--- src/rtl/grid_map_pkg.sv ---
// Shared constants, types and helpers for the 40x40 path-search cell map.
package grid_map_pkg;

  localparam int GRID_W     = 40;
  localparam int GRID_H     = 40;
  localparam int COORD_W    = 6;
  localparam int ADDR_W     = 11;
  localparam int CELLS      = GRID_W * GRID_H;
  localparam int MAX_STARVE = 8;
  localparam int STARVE_W   = 4;

  typedef logic [1:0]         cell_t;
  typedef logic [COORD_W-1:0] coord_t;
  typedef logic [ADDR_W-1:0]  addr_t;

  localparam cell_t CELL_FREE     = 2'd0;
  localparam cell_t CELL_OBSTACLE = 2'd1;
  localparam cell_t CELL_PATH     = 2'd2;
  localparam cell_t CELL_VISITED  = 2'd3;

  localparam coord_t               GRID_W_C     = coord_t'(GRID_W);
  localparam coord_t               GRID_H_C     = coord_t'(GRID_H);
  localparam addr_t                LAST_ADDR    = addr_t'(CELLS - 1);
  localparam logic [STARVE_W-1:0]  STARVE_LIMIT = STARVE_W'(MAX_STARVE);

  // Who owns the RAM port in the current cycle.
  typedef enum logic [1:0] {
    REQ_NONE,
    REQ_DISP,
    REQ_SRCH,
    REQ_LOAD
  } req_id_t;

  typedef enum logic {
    ST_CLEAR,
    ST_ARB
  } arb_state_t;

  // y*40 + x built from shifts; only meaningful for in-range coordinates.
  function automatic addr_t cell_addr(input coord_t x, input coord_t y);
    return {y, 5'b00000} + {2'b00, y, 3'b000} + {5'b00000, x};
  endfunction

  function automatic logic in_grid(input coord_t x, input coord_t y);
    return (x < GRID_W_C) && (y < GRID_H_C);
  endfunction

endpackage

--- src/rtl/map_ram_sp.sv ---
// Single-port 1600x2 cell RAM with registered read (read-before-write).
module map_ram_sp
  import grid_map_pkg::*;
(
  input  logic              clk,
  input  logic              we,
  input  logic [ADDR_W-1:0] addr,
  input  logic [1:0]        wdata,
  output logic [1:0]        rdata
);

  logic [1:0] mem [0:CELLS-1];
  logic [1:0] rdata_reg;

  // One access per cycle: optional write plus registered read of the same address.
  always_ff @(posedge clk) begin
    if (we) begin
      mem[addr] <= wdata;
    end
    rdata_reg <= mem[addr];
  end

  assign rdata = rdata_reg;

endmodule

--- src/rtl/grid_map_arbiter.sv ---
// Cell-map owner: arbitrates display, search and loader onto one RAM port,
// and wipes the whole map to FREE after reset or on request.
module grid_map_arbiter
  import grid_map_pkg::*;
(
  input  logic               clk,
  input  logic               reset,
  input  logic               disp_req,
  input  logic [COORD_W-1:0] disp_x,
  input  logic [COORD_W-1:0] disp_y,
  output logic               disp_gnt,
  output logic               disp_rvalid,
  output logic [1:0]         disp_rdata,
  input  logic               srch_req,
  input  logic               srch_we,
  input  logic [COORD_W-1:0] srch_x,
  input  logic [COORD_W-1:0] srch_y,
  input  logic [1:0]         srch_wdata,
  output logic               srch_gnt,
  output logic               srch_rvalid,
  output logic [1:0]         srch_rdata,
  input  logic               load_req,
  input  logic [COORD_W-1:0] load_x,
  input  logic [COORD_W-1:0] load_y,
  input  logic [1:0]         load_wdata,
  output logic               load_gnt,
  input  logic               clear_start,
  output logic               clear_busy,
  output logic               clear_done,
  output logic               oob_err
);

  // Control state
  arb_state_t          state_reg;
  addr_t               clr_addr_reg;
  logic                clear_busy_reg;
  logic                clear_done_reg;
  logic                rr_ptr_reg;       // 0: search wins the next contested turn
  logic [STARVE_W-1:0] starve_cnt_reg;

  // Read return path
  logic  disp_rvalid_reg;
  logic  srch_rvalid_reg;
  logic  oob_rd_reg;
  cell_t disp_hold_reg;
  cell_t srch_hold_reg;

  // Arbitration and access mux
  req_id_t sel;
  logic    sl_any;
  logic    starve_hit;
  logic    in_range;
  coord_t  acc_x;
  coord_t  acc_y;
  logic    acc_we;
  cell_t   acc_wdata;

  // RAM port
  logic  ram_we;
  addr_t ram_addr;
  cell_t ram_wdata;
  cell_t ram_rdata;
  cell_t rd_cell;

  assign sl_any     = srch_req | load_req;
  assign starve_hit = (starve_cnt_reg >= STARVE_LIMIT) && sl_any;

  // Pick the winner: display first unless it has starved search/loader long
  // enough, otherwise round-robin between search and loader.
  always_comb begin
    sel = REQ_NONE;
    if (state_reg == ST_ARB && !clear_start) begin
      if (disp_req && !starve_hit) begin
        sel = REQ_DISP;
      end else if (srch_req && (!load_req || !rr_ptr_reg)) begin
        sel = REQ_SRCH;
      end else if (load_req) begin
        sel = REQ_LOAD;
      end
    end
  end

  // Route the winning requester's fields onto the access bus.
  always_comb begin
    acc_x     = disp_x;
    acc_y     = disp_y;
    acc_we    = 1'b0;
    acc_wdata = CELL_FREE;
    case (sel)
      REQ_SRCH: begin
        acc_x     = srch_x;
        acc_y     = srch_y;
        acc_we    = srch_we;
        acc_wdata = srch_wdata;
      end
      REQ_LOAD: begin
        acc_x     = load_x;
        acc_y     = load_y;
        acc_we    = 1'b1;
        acc_wdata = load_wdata;
      end
      default: ;
    endcase
  end

  assign in_range = in_grid(acc_x, acc_y);

  // Drive the RAM: clear sweep owns it in CLEAR, otherwise only in-range grants touch it.
  always_comb begin
    ram_we    = 1'b0;
    ram_addr  = '0;
    ram_wdata = CELL_FREE;
    if (state_reg == ST_CLEAR) begin
      ram_we    = 1'b1;
      ram_addr  = clr_addr_reg;
    end else if (sel != REQ_NONE && in_range) begin
      ram_we    = acc_we;
      ram_addr  = cell_addr(acc_x, acc_y);
      ram_wdata = acc_wdata;
    end
  end

  map_ram_sp u_ram (
    .clk   (clk),
    .we    (ram_we),
    .addr  (ram_addr),
    .wdata (ram_wdata),
    .rdata (ram_rdata)
  );

  // Clear sequencer: sweep all 1600 cells, then hand the port to the arbiter.
  always_ff @(posedge clk or posedge reset) begin
    if (reset) begin
      state_reg      <= ST_CLEAR;
      clr_addr_reg   <= '0;
      clear_busy_reg <= 1'b1;
      clear_done_reg <= 1'b0;
    end else begin
      clear_done_reg <= 1'b0;
      case (state_reg)
        ST_CLEAR: begin
          if (clr_addr_reg == LAST_ADDR) begin
            state_reg      <= ST_ARB;
            clr_addr_reg   <= '0;
            clear_busy_reg <= 1'b0;
            clear_done_reg <= 1'b1;
          end else begin
            clr_addr_reg   <= clr_addr_reg + 1'b1;
          end
        end
        ST_ARB: begin
          if (clear_start) begin
            state_reg      <= ST_CLEAR;
            clr_addr_reg   <= '0;
            clear_busy_reg <= 1'b1;
          end
        end
        default: begin
          state_reg      <= ST_CLEAR;
          clr_addr_reg   <= '0;
          clear_busy_reg <= 1'b1;
        end
      endcase
    end
  end

  // Fairness bookkeeping: round-robin pointer and display-streak counter.
  always_ff @(posedge clk or posedge reset) begin
    if (reset) begin
      rr_ptr_reg     <= 1'b0;
      starve_cnt_reg <= '0;
    end else begin
      case (sel)
        REQ_SRCH: rr_ptr_reg <= 1'b1;
        REQ_LOAD: rr_ptr_reg <= 1'b0;
        default:  ;
      endcase
      if (sel == REQ_SRCH || sel == REQ_LOAD || !sl_any || state_reg != ST_ARB) begin
        starve_cnt_reg <= '0;
      end else if (sel == REQ_DISP) begin
        starve_cnt_reg <= starve_cnt_reg + 1'b1;
      end
    end
  end

  // Track read grants so data can be returned (or faked for off-grid reads) next cycle.
  always_ff @(posedge clk or posedge reset) begin
    if (reset) begin
      disp_rvalid_reg <= 1'b0;
      srch_rvalid_reg <= 1'b0;
      oob_rd_reg      <= 1'b0;
      disp_hold_reg   <= CELL_FREE;
      srch_hold_reg   <= CELL_FREE;
    end else begin
      disp_rvalid_reg <= (sel == REQ_DISP);
      srch_rvalid_reg <= (sel == REQ_SRCH) && !srch_we;
      oob_rd_reg      <= ((sel == REQ_DISP) || (sel == REQ_SRCH && !srch_we)) && !in_range;
      if (disp_rvalid_reg) begin
        disp_hold_reg <= rd_cell;
      end
      if (srch_rvalid_reg) begin
        srch_hold_reg <= rd_cell;
      end
    end
  end

  // Off-grid reads look like walls so the search never paths through them.
  assign rd_cell = oob_rd_reg ? CELL_OBSTACLE : ram_rdata;

  assign disp_gnt    = (sel == REQ_DISP);
  assign srch_gnt    = (sel == REQ_SRCH);
  assign load_gnt    = (sel == REQ_LOAD);
  assign oob_err     = (sel != REQ_NONE) && !in_range;
  assign disp_rvalid = disp_rvalid_reg;
  assign srch_rvalid = srch_rvalid_reg;
  assign disp_rdata  = disp_rvalid_reg ? rd_cell : disp_hold_reg;
  assign srch_rdata  = srch_rvalid_reg ? rd_cell : srch_hold_reg;
  assign clear_busy  = clear_busy_reg;
  assign clear_done  = clear_done_reg;

endmodule

--- config.mk ---
export PLATFORM = sky130hd
export DESIGN_NAME = grid_map_arbiter
export DESIGN_NICKNAME = d
export VERILOG_FILES = /design/src/rtl/grid_map_pkg.sv /design/src/rtl/map_ram_sp.sv /design/src/rtl/grid_map_arbiter.sv
export SDC_FILE = /design/constraint.sdc
export NUM_CORES = 2
export LEC_CHECK = 0
export CORE_ASPECT_RATIO = 1.1
export CORE_MARGIN = 2
export CORE_UTILIZATION = 54
export CTS_BUF_LIST = sky130_fd_sc_hd__clkbuf_4
export CTS_CLUSTER_DIAMETER = 30
export DETAILED_ROUTE_END_ITERATION = 16
export PLACE_DENSITY_LB_ADDON = 0.05
export SYNTH_ARGS = -nofsm -noshare
export SYNTH_HDL_FRONTEND = slang
export SYNTH_SLANG_ARGS = --single-unit
export TNS_END_PERCENT = 20
--- constraint.sdc ---
create_clock -name clk -period 66.8 [get_ports clk]
set_clock_uncertainty 0.1 [all_clocks]
set_input_delay 20.04 -clock clk [delete_from_list [all_inputs] [get_ports clk]]
set_output_delay 20.04 -clock clk [all_outputs]
set_load 0.05 [all_outputs]
# After elaboration in Yosys (flattened, before gate mapping)
# Memories as Yosys holds them, arrays and structs flattened. A register that Yosys moved wholly into a read port is not among the register bits.
# Index checks and enable logic that the tools add are counted.
[classes]
n_addsub = 4
n_mul = 0
div_mod_pow = 0
magnitude_cmp = 3
n_eq_ne = 6
shift = 0
mux = 32
bitwise_logic = 2
n_reduce_logical = 25
[op_table]
columns = ["op", "n"]
rows = [
  ["$mux 11", 4],
  ["$pmux 6 s2", 2],
  ["$pmux 11 s2", 1],
  ["$mux 2", 9],
  ["$lt 6x6->1 const B", 2],
  ["$add 11x1->11 const B", 1],
  ["$add 11x6->11", 1],
  ["$add 11x9->11", 1],
  ["$eq 11x11->1 const B", 1],
  ["$logic_and 1x1->1", 9],
  ["$mux 1", 9],
  ["$mux 4", 2],
  ["$pmux 1 s2", 4],
  ["$logic_not 1->1", 7],
  ["$reduce_bool 2->1", 3],
  ["$logic_or 1x1->1", 5],
  ["$add 4x1->4 const B", 1],
  ["$eq 2x2->1 const B", 2],
  ["$ge 4x4->1 const B", 1],
  ["$pmux 2 s2", 1],
  ["$eq 2x1->1 const B", 1],
  ["$ne 2x1->1 const B", 1],
  ["$ne 2x2->1 const B", 1],
  ["$reduce_and 2->1", 1],
  ["other kinds (2)", 2],
]
[totals]
register_bits = 26
latchBits = 0
ramBits = 3200
romBits = 0
out_inout_bits = 12
n_memories = 1
[mem_list]
columns = ["name", "depth", "width", "rd", "rd_ports_with_merged_regs", "write_ports", "line", "text"]
rows = [
  ["u_ram.mem", 1600, 2, 1, 1, 1, "map_ram_sp.sv:12", "logic [1:0] mem [0:CELLS-1];"],
]

# Depth between registers and ports, before layout
[logic_depth]
ltp_word = 15
ltp_mapped = 25
ltp_nobuf = 22

# Hierarchy
# Synthesis repeated with hierarchy kept, for this count alone.
[unflattened]
hier_cells = 8649
hier_area_um2 = 131549.9
[by_module_without_submodules]
columns = ["mod", "n_inst", "cells_each", "area_per_inst_um2", "seq_area_each_um2"]
rows = [
  ["map_ram_sp", 1, 8392, 129357.8, 96132.2],
  ["grid_map_arbiter", 1, 257, 2192.1, 651.9],
]

# Least setup slack after synthesis
# OpenSTA, ideal clock, no wires.
[synth_path]
path_kind = "input-to-reg"
startpoint = "input port disp_req"
endpoint = "memory u_ram.mem[0][0] (data pin)"
setup_time_ps = 8772
t_arrival_ps = 64089
t_required_ps = 57928
path_slack_ps = -6161
stages = 8
path_buffers = 0
cell_sequence = "a21boi_2 a21oi_2 mux2_4 mux2i_4 inv_1 a22oi_1 nand2_1 a21oi_1"
[synth_between]
elab_chain_cells = 10
elab_cells_between_ends = 15
classes_between = "2 x order compare; 2 x eq/ne; 7 x mux; 4 x reduce/logical"
[synth_lines]
columns = ["item", "line", "text"]
rows = [
  ["start: declaration", "grid_map_arbiter.sv:8", "input logic disp_req,"],
  ["$logic_and 1x1->1 (*)", "grid_map_arbiter.sv:73", "if (disp_req && !starve_hit) begin"],
  ["$mux 2 (*)", "grid_map_arbiter.sv:73", ""],
  ["$mux 2 (*)", "grid_map_arbiter.sv:72", "if (state_reg == ST_ARB && !clear_start) begin"],
  ["$eq 2x2->1", "grid_map_arbiter.sv:89", "case (sel)"],
  ["$pmux 6 s2", "grid_map_arbiter.sv:89", ""],
  ["$lt 6x6->1", "grid_map_pkg.sv:45", "return (x < GRID_W_C) && (y < GRID_H_C);"],
  ["$logic_and 1x1->1", "grid_map_pkg.sv:45", ""],
  ["$logic_and 1x1->1", "grid_map_arbiter.sv:116", "end else if (sel != REQ_NONE && in_range) begin"],
  ["$mux 2 (*)", "grid_map_arbiter.sv:116", ""],
  ["$mux 2 (*)", "grid_map_arbiter.sv:113", "if (state_reg == ST_CLEAR) begin"],
  ["named net ram_wdata[0]", "grid_map_arbiter.sv:61", "cell_t ram_wdata;"],
  ["end: declaration", "map_ram_sp.sv:12", ""],
]
# Mark *: on every way through the listed nets, which the timed path passes. The rest lies on a longest branch.

# Worst setup path in the final report
[layout_path]
startpoint = "input port clear_start"
endpoint = "output port oob_err"
[layout_between]
elab_chain_cells = 9
elab_cells_between_ends = 13
classes_between = "2 x order compare; 2 x eq/ne; 3 x mux; 6 x reduce/logical"
[layout_lines]
columns = ["item", "line", "text"]
rows = [
  ["start: declaration", "grid_map_arbiter.sv:27", "input logic clear_start,"],
  ["$logic_not 1->1 (*)", "grid_map_arbiter.sv:72", ""],
  ["$logic_and 1x1->1 (*)", "grid_map_arbiter.sv:72", ""],
  ["$mux 2 (*)", "grid_map_arbiter.sv:72", ""],
  ["$eq 2x2->1", "grid_map_arbiter.sv:89", ""],
  ["$pmux 6 s2", "grid_map_arbiter.sv:89", ""],
  ["$lt 6x6->1", "grid_map_pkg.sv:45", ""],
  ["$logic_and 1x1->1", "grid_map_pkg.sv:45", ""],
  ["$logic_not 1->1", "grid_map_arbiter.sv:213", "assign oob_err = (sel != REQ_NONE) && !in_range;"],
  ["$logic_and 1x1->1 (*)", "grid_map_arbiter.sv:213", ""],
  ["end: declaration", "grid_map_arbiter.sv:30", "output logic oob_err"],
]
# Mark *: on every way between the ends. The rest lies on a longest branch, timed or not.

==> metrics <==
status=complete, no violations; Synth cell types=92; post-CTS sizing=0; Slowest-stage cell, CP=clkdlybuf4s50_1; PnR worst setup slack=23.50 ns; RSZ-0062 raised after global routing=false; port bufs=58; largest net degree at the start of global routing=225; Placer Congestion=0.864; CP Data Arrival Time=23.16 ns; Hold Crit Class=reg2reg; first-pass GRT wire length=626000 um; simple logic cell fraction of the synthesized area=0.107; CTS buffer count=807; kind of start point of the critical path=primary input; crit path cell chain=clkdlybuf4s50_1 > and2b_1 > o211a_4 > nor2_1 > o22ai_1 > a22oi_1 > nor2_1 > clkdlybuf4s50_1; Largest register FFs=3200; mean routed wirelength per cell=32.5 um; Initial Util=0.542; die height=525 um; worst vdd ir=0.0254 mV; Die Wd=478 um; vias in the first global route=88219; syn nets=9638; synthesized area=133000 um2; Synth Register Bits=3228; CTS sink cnt=3228; via count=90020; io pins=59; main combinational cell family by area after synthesis=simple AND/OR/NAND/NOR gates; area of the core=246000 um2; H-tree lvl count=6; 1st-pass router iterations=9; Root Driver=clkbuf_4; row cnt=191; sequential cell area fraction in the yosys report=0.726; Fillers=19601; fin nets=9917; Slew Limit Fails=0; Largest delay share family, worst path=buffers and inverters; Post-route DRC=0; CTS tree=built; clock-pin slew on the worst setup and hold paths=0.06 ns; Compound-Gate Fraction of Synth Area=0.0791; fin crit share=0.648; register area=96800 um2; post-route setup TNS=0 ns; clk_lat worst skew=1.41 ns; Critical Path Sink Type=primary output; post-DP HPWL=236000 um; Post-synth ARST share=0.00805; total gr overflow=0; Critical path buffers and inverters=2; f_max=0.0231 GHz; Setup Slack @ Placement=23.54 ns; Area growth syn-to-layout=10.1%; number of synthesized flops with an enable pin=3200; postcts setup bufs=0; Synth Area in XOR/XNOR=0.000657; synthesized-area fraction occupied by adder cells=0.00161; minimum clock period=43.30 ns; maximum buffer depth of the clock tree=4; # setup viols final=0; initial drt markers=13225; Max-slew headroom=0.107; placed cell area=137000 um2; hold_ws=0.400 ns; Largest stage delay, worst path=0.82 ns; final wirelength=445000 um; initial antenna violation count=32; Multi-input gate area=33200 um2; fraction of layout cells with a size suffix above 1=0.174; Final Cell Area=147000 um2; hold_buf cts=0; Synth Warn #=0; DIE AREA=251000 um2; Max-Cap Viols=0; number of hold violations in the final report=0; PD cells=35.1 nW/um2; Crit Path Category=in2out; total global-route track usage=0.348; Critical Path Fanout Max=22; mux share of post-synthesis cell area=0.0566; Leakage=0.0533 uW; ys flop type=edfxtp_1; required time of the critical path=46.66 ns; Via density=6.56; Cells after Synth=9575; post-route ant nets=0; syn avg cell area=13.9 um2; worst-margin pin slew=1.34 ns; fin util=0.597
==> cell type report <==
| class | count | area share |
|---|---|---|
| multi-input combinational | 5495 | 0.226 |
| timing repair buffer | 299 | 0.0180 |
| antenna | 23 | 0.000392 |
| sequential | 3228 | 0.659 |
| clock buffer | 1118 | 0.0572 |
| tap | 3281 | 0.0280 |
| clock inverter | 246 | 0.0106 |
| inverter | 23 | 0.000588 |
==> metrics by stage <==
stage / power [uW] / instances
2_1_floorplan: 2900 / 9575
3_3_place_gp: 3520 / 12326
3_5_place_dp: 3520 / 12326
4_1_cts: 5140 / 13690
5_1_grt: 5290 / 13697
6_report: 5150 / 13713
==> worst reg2reg max path, delay by kind of cell (launching register included) <==
kind	cells	cell delay [ns]
simple gates	5	2.34
compound gates	7	2.22
mux	1	0.62
buf+inv	7	3.73
flops	1	0.32
==> metal layers <==
metal  global-route usage  vias to the layer above  routed length (um)
met5                    0                        -                  88
met4                0.161                       14               20700
met3               0.0709                     1022               50200
met2                0.541                     6025              207000
met1                0.476                    45729              167000
li1                     -                    37230                   -
==> report_power, final <==
group / total, uW / internal [uW] / switching [uW]
Clock: 1640 / 840 / 798
Combinational: 1310 / 279 / 1030
Sequential: 2200 / 2200 / 7.47
==> synthesized netlist by cell type (all sizes together) (6+ instances only) <==
| cell | n | area (um2) |
|---|---|---|
| a2111oi | 17 | 150 |
| a211o | 6 | 52.6 |
| a211oi | 357 | 2690 |
| a21boi | 17 | 131 |
| a21o | 8 | 60.1 |
| a21oi | 475 | 2400 |
| a221oi | 77 | 699 |
| a22o | 30 | 263 |
| a22oi | 170 | 1280 |
| a311oi | 47 | 412 |
| a31oi | 155 | 970 |
| a32oi | 30 | 270 |
| and2 | 6 | 37.5 |
| and3 | 217 | 1360 |
| buf | 424 | 2300 |
| clkbuf | 405 | 1520 |
| dfrtp | 25 | 626 |
| edfxtp | 3200 | 96100 |
| ha | 14 | 175 |
| inv | 23 | 86.3 |
| mux2i | 167 | 1680 |
| mux4 | 258 | 5810 |
| nand2 | 1203 | 4520 |
| nand2b | 6 | 37.5 |
| nand3 | 254 | 1270 |
| nand4 | 49 | 307 |
| nor2 | 1695 | 6390 |
| nor3 | 15 | 75.1 |
| nor4 | 16 | 100 |
| o2111ai | 9 | 78.8 |
| o211ai | 12 | 95.1 |
| o21ai | 47 | 239 |
| o221ai | 6 | 58.8 |
| o22ai | 39 | 244 |
| o41ai | 8 | 70.1 |
| or4 | 6 | 45.0 |
| xnor2 | 7 | 61.3 |
==> cells by family (layout without fill, tap and decap cells) <==
logic type,Yosys count,count (layout)
mux,429,429
flops,3228,3228
simple gates,3489,3489
fa+ha+maj,16,16
xor+xnor,10,10
other cells,0,23
buf+inv,852,1686
compound gates,1551,1551
==> path summary, 6_finish.rpt <==
path                                  start  cells past startpoint               end  slack, ns
worst max register to register    state_reg                     20    u_ram.rdata[0]      57.42
min in group asynchronous             reset                      2  srch_hold_reg[1]      19.01
worst max-delay path            clear_start                      8           oob_err      23.50
worst min-delay path             clear_busy                      2        clear_busy       0.40
worst min register to register   clear_busy                      2        clear_busy       0.40
max in group asynchronous             reset                      2  clr_addr_reg[10]      46.86
==> placed cells by master (no fill, tap or decap), types with 10 or more instances in the layout <==
cell type / synthesis / final
a22o_1: 30 / 30
nor4_1: 16 / 15
diode_2: 0 / 23
a31oi_1: 155 / 154
ha_1: 14 / 14
o21ai_0: 45 / 45
inv_2: 1 / 11
nand2_1: 1202 / 1163
nor3_1: 15 / 12
nand2_4: 0 / 36
edfxtp_1: 3200 / 3200
clkinv_2: 0 / 36
a21oi_1: 472 / 470
a22oi_1: 170 / 170
a2111oi_0: 16 / 16
nor2_4: 0 / 11
clkinv_1: 0 / 158
a21boi_0: 16 / 16
a211oi_1: 356 / 355
a32oi_1: 29 / 29
buf_4: 50 / 221
a221oi_1: 73 / 73
clkinvlp_4: 0 / 10
nand4_1: 49 / 49
a311oi_1: 47 / 47
mux4_2: 258 / 258
o22ai_1: 39 / 39
o211ai_1: 11 / 11
clkdlybuf4s50_1: 0 / 58
nand3_1: 254 / 254
clkbuf_4: 0 / 1118
buf_12: 0 / 20
and3_1: 217 / 217
dfrtp_1: 25 / 25
inv_1: 22 / 22
nor2_1: 1691 / 1677
bufinv_16: 0 / 18
mux2i_1: 166 / 166
No activity file was read; power rests on OpenSTA's default activity.
